[config.mk]
export PLATFORM = sky130hd
export DESIGN_NAME = imem_loader
export DESIGN_NICKNAME = d
export VERILOG_FILES = /design/src/rtl/imem_loader.sv
export SDC_FILE = /design/constraint.sdc
export NUM_CORES = 1
export LEC_CHECK = 0
export BUFFER_PORTS_ARGS = -buffer_cell sky130_fd_sc_hd__clkbuf_2
export CAP_MARGIN = 20
export CORE_MARGIN = 1
export CORE_UTILIZATION = 45
export CTS_CLUSTER_DIAMETER = 60
export DETAILED_ROUTE_END_ITERATION = 10
export PLACE_DENSITY = 0.75
export SETUP_SLACK_MARGIN = 0.1
export SLEW_MARGIN = 20
export SYNTH_ARGS = -nofsm -noshare
export SYNTH_HDL_FRONTEND = slang
export SYNTH_SLANG_ARGS = --single-unit
[constraint.sdc]
create_clock -name clk -period 2.9 [get_ports clk]
set_input_delay 0.87 -clock clk [delete_from_list [all_inputs] [get_ports clk]]
set_output_delay 0.87 -clock clk [all_outputs]
set_load 0.01 [all_outputs]
[src/rtl/imem_loader.sv]
// Boot loader: turns a byte stream (16-bit word count N, then 4*N bytes, LSB first) into instruction-memory writes.
// Latency: write strobe one cycle after the fourth byte of a word; core released the cycle after the final write.
// Backpressure: in_ready is high only while a count or data byte is expected; it is low in FLUSH, DONE and ERR.
module imem_loader #(
    parameter int ADDR_W = 8
) (
    input  logic              clk,
    input  logic              reset,
    input  logic              start,
    input  logic              in_valid,
    input  logic [7:0]        in_data,
    output logic              in_ready,
    output logic              imem_we,
    output logic [ADDR_W-1:0] imem_addr,
    output logic [31:0]       imem_wdata,
    output logic              cpu_reset_n,
    output logic              load_done,
    output logic              err,
    output logic [16:0]       words_loaded
);

    localparam int          MAX_WORDS = 2 ** ADDR_W;
    localparam logic [16:0] MAX_W17   = 17'(MAX_WORDS);

    typedef enum logic [2:0] {
        CNT_LO,
        CNT_HI,
        DATA,
        FLUSH,
        DONE,
        ERR
    } state_t;

    state_t      state_q;
    state_t      state_d;
    logic [15:0] cnt_q;       // word count N from the header
    logic [1:0]  byte_idx_q;  // byte position inside the current word
    logic [23:0] buf_q;       // bytes 0..2 of the word being assembled
    logic [15:0] word_idx_q;  // index k of the word being assembled
    logic        accept;
    logic        last_word;
    logic [15:0] n_full;
    logic        reload;

    assign accept    = in_valid && in_ready;
    assign last_word = (word_idx_q == cnt_q - 16'd1);
    assign n_full    = {in_data, cnt_q[7:0]};
    assign reload    = start && (state_q == DONE || state_q == ERR);

    // Next-state decode and the only combinational output, in_ready.
    always_comb begin
        state_d  = state_q;
        in_ready = 1'b0;
        case (state_q)
            CNT_LO: begin
                in_ready = 1'b1;
                if (in_valid) state_d = CNT_HI;
            end
            CNT_HI: begin
                in_ready = 1'b1;
                if (in_valid) begin
                    if (n_full == 16'd0)                state_d = DONE;
                    else if ({1'b0, n_full} > MAX_W17)  state_d = ERR;
                    else                                state_d = DATA;
                end
            end
            DATA: begin
                in_ready = 1'b1;
                if (in_valid && byte_idx_q == 2'd3 && last_word) state_d = FLUSH;
            end
            FLUSH: state_d = DONE;
            DONE:  if (start) state_d = CNT_LO;
            ERR:   if (start) state_d = CNT_LO;
            default: state_d = CNT_LO;
        endcase
    end

    // State register.
    always_ff @(posedge clk or negedge reset) begin
        if (!reset) state_q <= CNT_LO;
        else        state_q <= state_d;
    end

    // Word assembly, write strobe and registered status outputs.
    always_ff @(posedge clk or negedge reset) begin
        if (!reset) begin
            cnt_q        <= '0;
            byte_idx_q   <= '0;
            buf_q        <= '0;
            word_idx_q   <= '0;
            imem_we      <= 1'b0;
            imem_addr    <= '0;
            imem_wdata   <= '0;
            words_loaded <= '0;
            load_done    <= 1'b0;
            cpu_reset_n  <= 1'b0;
            err          <= 1'b0;
        end else begin
            imem_we     <= 1'b0;
            // Status follows the state being entered so it lines up with it.
            load_done   <= (state_d == DONE);
            cpu_reset_n <= (state_d == DONE);
            err         <= (state_d == ERR);

            if (accept && state_q == CNT_LO) cnt_q[7:0]  <= in_data;
            if (accept && state_q == CNT_HI) cnt_q[15:8] <= in_data;

            if (accept && state_q == DATA) begin
                byte_idx_q <= byte_idx_q + 2'd1;
                case (byte_idx_q)
                    2'd0: buf_q[7:0]   <= in_data;
                    2'd1: buf_q[15:8]  <= in_data;
                    2'd2: buf_q[23:16] <= in_data;
                    default: begin
                        imem_we      <= 1'b1;
                        imem_addr    <= word_idx_q[ADDR_W-1:0];
                        imem_wdata   <= {in_data, buf_q};
                        words_loaded <= words_loaded + 17'd1;
                        word_idx_q   <= word_idx_q + 16'd1;
                    end
                endcase
            end

            // Reload request: restart the stream parser from a clean slate.
            if (reload) begin
                cnt_q        <= '0;
                byte_idx_q   <= '0;
                word_idx_q   <= '0;
                imem_addr    <= '0;
                words_loaded <= '0;
            end
        end
    end

endmodule

# Word level (Yosys, flattened, before mapping)
# Index checks and enable logic that the tools add are counted.
# totals
input_bits	12
elab_cells	78
output_inout_bits	62
regBits	121
# classes
eq_ne	12
add_sub_neg	4
bitwise_logic	1
mux	24
order_cmp	1
n_reduce_logical	22
# ops
cell	count
$mux W16	4
$mux W17	3
$mux W8	5
$mux W3	6
$add A17 B1 Y17 const B	1
$add A16 B1 Y16 const B	1
$eq A16 B16 Y1	1
$gt A16 B9 Y1 const B	1
$logic_not A16 Y1	1
$sub A16 B1 Y16 const B	1
$pmux W3 S5	1
$eq A3 B3 Y1 const B	4
$reduce_and A2 Y1	5
$logic_and A1 B1 Y1	7
$eq A3 B2 Y1 const B	2
$reduce_bool A2 Y1	3
$reduce_or A3 Y1	2
$eq A2 B2 Y1 const B	2
$mux W2	2
$eq A3 B1 Y1 const B	1
$logic_not A3 Y1	1
$mux W1	3
$add A2 B1 Y2 const B	1
$eq A2 B1 Y1 const B	1
other kinds (5)	5

# Longest topological paths before layout
# logic_depth
depth_word	7
depth_mapped	10
mapped_depth_nobuf	8

# Worst setup path after synthesis
# OpenSTA, ideal clock, no wires.
# synth_timing
kind	flip-flop to flip-flop
from	register cnt_q[2]
to	register err
path_slack_ps	591
n_path_buf	2
synth_period_minus_slack_ps	2309
stages_incl_launch_ff	9
setup_ps	121
arrival_time_ps	2187
required_ps	2779
cell_sequence	dfrtp_1 buf_6 or3_4 or4_4 buf_6 and2_4 or3_4 a21oi_2 nor2_1
# synth_via
elab_chain_len	6
word_cells_on_any_way	11
cone_classes	add/sub (1); order compare (1); eq/ne (2); mux (5); reduce/logical (2)
# synth_lines
element	line_no	source
from (decl)	36	logic [15:0] cnt_q;
from (signal assigned)	105	if (accept && state_q == CNT_LO) cnt_q[7:0] <= in_data;
$sub A16 B1 Y16 / $gt A16 B9 Y1 (equally long branches)	46, 63	
$eq A16 B16 Y1 / $mux W3 (equally long branches)	46, 63	
$logic_and A1 B1 Y1 / $mux W3 (equally long branches)	69, 62	
$mux W3 (on tied branches)	69, 61	
$pmux W3 S5 *	54	case (state_q)
$eq A3 B3 Y1 *	103	err <= (state_d == ERR);
to (signal assigned)	103	
to (decl)	18	output logic err,
# Mark *: on every way between the ends. The rest lies on a longest branch, timed or not.
# A chain may end at the register's enable or synchronous reset.

# Worst setup path in the final report
# layout_timing
from	register cnt_q[0]
to	register load_done
# layout_via
elab_chain_len	6
word_cells_on_any_way	11
cone_classes	add/sub (1); order compare (1); eq/ne (2); mux (5); reduce/logical (2)
# layout_lines
element	line_no	source
$sub A16 B1 Y16 / $gt A16 B9 Y1 (equally long branches)	46, 63	
$eq A16 B16 Y1 / $mux W3 (equally long branches)	46, 63	
$logic_and A1 B1 Y1 / $mux W3 (equally long branches)	69, 62	
$mux W3 (on tied branches)	69, 61	
$pmux W3 S5 *	54	
$eq A3 B3 Y1 *	101	load_done <= (state_d == DONE);
to (signal assigned)	101	
to (decl)	17	output logic load_done,
# Marked as above.

==> impl_metrics.ini <==
[placement]
dp_hpwl_um = 8740
routabilityCongestion = 0.863
io_buffers = 73
place_ws_ps = 191
dpl.cell_count = 815

[power_and_ir_drop]
seq_power_share = 0.381
p_leak_nw = 3.42
clockPowerShare = 0.396
vdd_drop_max_uv = 498
switching_power_w = 0.00162
pwr_density_cell_mw_per_mm2 = 776
pwr-share-comb = 0.223
swShare = 0.310
p_int_w = 0.00362

[worst_setup_path]
crit_type = reg2reg
cp.buffers_inverters = 1
cp.arrival_ps = 2720
worstPathRequired_ps = 3190
reg2reg_from = cnt_q[0]$_DFFE_PN0P_
path_max_fanout = 7
crit_chain = inv_1 -> ha_1 -> nand2b_1 -> or4_4 -> and2_4 -> or3_4 -> a21oi_2 -> nor2b_1
crit_slowest_cell = or4_4
r2r-end = load_done$_DFF_PN0_
r2r_cells = 8
endpoint_kind = flip-flop
max_stage_delay_ps = 480
cp-start-kind = flip-flop
reg2reg_slack_ps = 480
path_delay_family = simple AND/OR/NAND/NOR gates

[logic_synthesis]
synth_area_leaders = dfrtp_1, nand2_1, mux2_2, xor2_1, nor2_1
synthCells = 593
synthArstFlopShare = 1.00
synth_cell_types = 47
syn_area_mm2 = 0.00564
ys.flop_type = dfrtp_1
yosysWarningCount = 0
synth_top_area_frac = 0.537
synth_edf_count = 0
syn-num-nets = 613
syn_area_per_cell_um2 = 9.51
yosysTopAreaCell = dfrtp_1
synth_seq_cells = 121
yosysSeqAreaShare = 0.537

[timing]
relSlewSlack = 0.462
tightest_slew_ps = 801
finalClockSkew_ps = 8.67
hold_viol = 0
max_freq_mhz = 413
finalWorstPathRequiredPeriod_ps = 2420
fin_crit_sh = 0.836
rsz0062_at_grt = no
finalSetupTns_ps = 0
maxSlewViolCount = 0
setup_viol = 0
setup_ws_ps = 477

[detailed_routing]
ant_nets = 0
dr.pass1.iters = 4
via_per_inst = 5.26
vias = 4453
wl_per_cell_um = 15.4
drcViolationCount = 0
drt_iter0_markers = 232
wirelength_um = 13000

[floorplanning]
die_y_um = 114
ios = 74
fp.coreArea_mm2 = 0.0121
die_area_mm2 = 0.0130
start_util = 0.465
fp-row-count = 40
dieWidth_um = 114

[finish]
fin_cells = 847
final_util = 0.558
syn2layout_area_growth_pct = 19.9
nNetsFinal = 686
diodes = 0
drive_gt1_frac = 0.222

[clock_network]
cts.sinks = 121
cts_setup_buffers = 0
cts.hold.buffers_added = 0
clock_path_buffers = 2
cts_resized = 0
cts_made_buffers = 17
clock_latency_ps = 410
cts_tree = yes
root_buffer = clkbuf_16
cts_max_level = 4
clkSlewWorstSetupHoldPaths_ps = 60

[global_route]
antenna_found_initial = 0
overflow = 0
grt_start_max_net_pins = 57
grt_util_all_layers = 0.222
grt_pass1_wl_um = 22000
first_global_vias = 4409

[hold_path]
hp-start = buf_q[17]$_DFFE_PN0P_
holdPathStages = 2
hp-class = reg2reg
hold_path_end = imem_wdata[17]$_DFFE_PN0P_

[job]
max-cap-violations = 0

[outcome]
outcome = completed
[cell usage in the layout, fill, tap and decap left out, types with 10 or more instances in the layout]
master,instances
a21oi_1,29
inv_1,10
or3_1,10
nand3_1,14
nor2_1,42
o21ai_0,17
nand4_1,12
nand2_1,176
dfrtp_1,121
xor2_1,28
xnor2_1,18
clkbuf_16,17
mux2_2,24
clkbuf_2,72
[worst min-delay path, cell delays in order (launching register included)]
cell and delay [ps]:
dfrtp_1 340, nand2_1 50, nand2_1 50
[cells by family (layout without fill, tap and decap cells)]
logic type,count (synthesis),count (layout),share of synthesized area
xor+xnor,46,46,0.0715
buf+inv,39,125,0.0308
simple gates,296,296,0.233
fa+ha+maj,8,8,0.0178
mux,27,27,0.0533
compound gates,56,56,0.0562
flops,121,121,0.537
[power by group through the flow]
stage          clock network, W  logic (W)  registers [W]
3_5_place_dp                  0    0.00116        0.00202
3_3_place_gp                  0    0.00113        0.00201
2_1_floorplan                 0    0.00102        0.00194
4_1_cts                 0.00211    0.00117        0.00199
6_report                0.00208    0.00117        0.00200
5_1_grt                 0.00220    0.00130        0.00202
[routing by layer]
metal,vias to the layer above,global-route usage,share of wire
met1,2190,0.289,0.43
met4,0,0.0918,0.021
met5,-,0,0
met3,23,0.0685,0.067
li1,2107,-,-
met2,133,0.343,0.48
[synthesized netlist by cell type (2+ instances only)]
master    instances
nand2_1         176
dfrtp_1         121
nor2_1           43
a21oi_1          29
xor2_1           28
mux2_2           24
clkbuf_1         19
xnor2_1          18
o21ai_0          17
nand3_1          14
nand4_1          12
inv_1            10
or3_1            10
ha_1              8
and3_1            7
nor3_1            7
nor4_1            6
nand2b_1          5
buf_1             3
buf_4             3
mux2i_1           3
buf_6             2
nor2b_1           2
or2_2             2
or3_4             2
[cell type report]
cell class | count | area [um2]
clock buffer | 18 | 439
multi-input combinational | 433 | 2440
timing repair buffer | 82 | 448
sequential | 121 | 3030
tap | 168 | 210
clock inverter | 14 | 150
inverter | 11 | 41.3
fill | 1057 | 5350
[sequential cells by signal, indices dropped and copies added, names as in the netlist]
| name | count |
|---|---|
| imem_wdata | 32 |
| buf_q | 24 |
| words_loaded | 17 |
| cnt_q | 16 |
| word_idx_q | 16 |
| imem_addr | 8 |
| state_q | 3 |
| byte_idx_q | 2 |
| err | 1 |
| imem_we | 1 |
| load_done | 1 |
[worst max path at each step]
stage,startpoint,end,slack [ps],depth (start not counted)
floorplan,cnt_q[2]$_DFFE_PN0P_,err$_DFF_PN0_,590,8
global placement,in_valid,words_loaded[11]$_DFFE_PN0P_,250,7
detailed placement,in_valid,words_loaded[11]$_DFFE_PN0P_,190,7
CTS,cnt_q[0]$_DFFE_PN0P_,load_done$_DFF_PN0_,480,8
global route,cnt_q[0]$_DFFE_PN0P_,err$_DFF_PN0_,310,8
finish,cnt_q[0]$_DFFE_PN0P_,load_done$_DFF_PN0_,480,8
[through the flow]
stage	area, um2	power, W	hold slack (ps)
after global placement	6170	0.00314	447
after global routing	6760	0.00552	491
after floorplan	5640	0.00295	433
final	6760	0.00524	463
after CTS	6760	0.00528	465
after detailed placement	6170	0.00319	449
No activity file was read; power rests on OpenSTA's default activity.
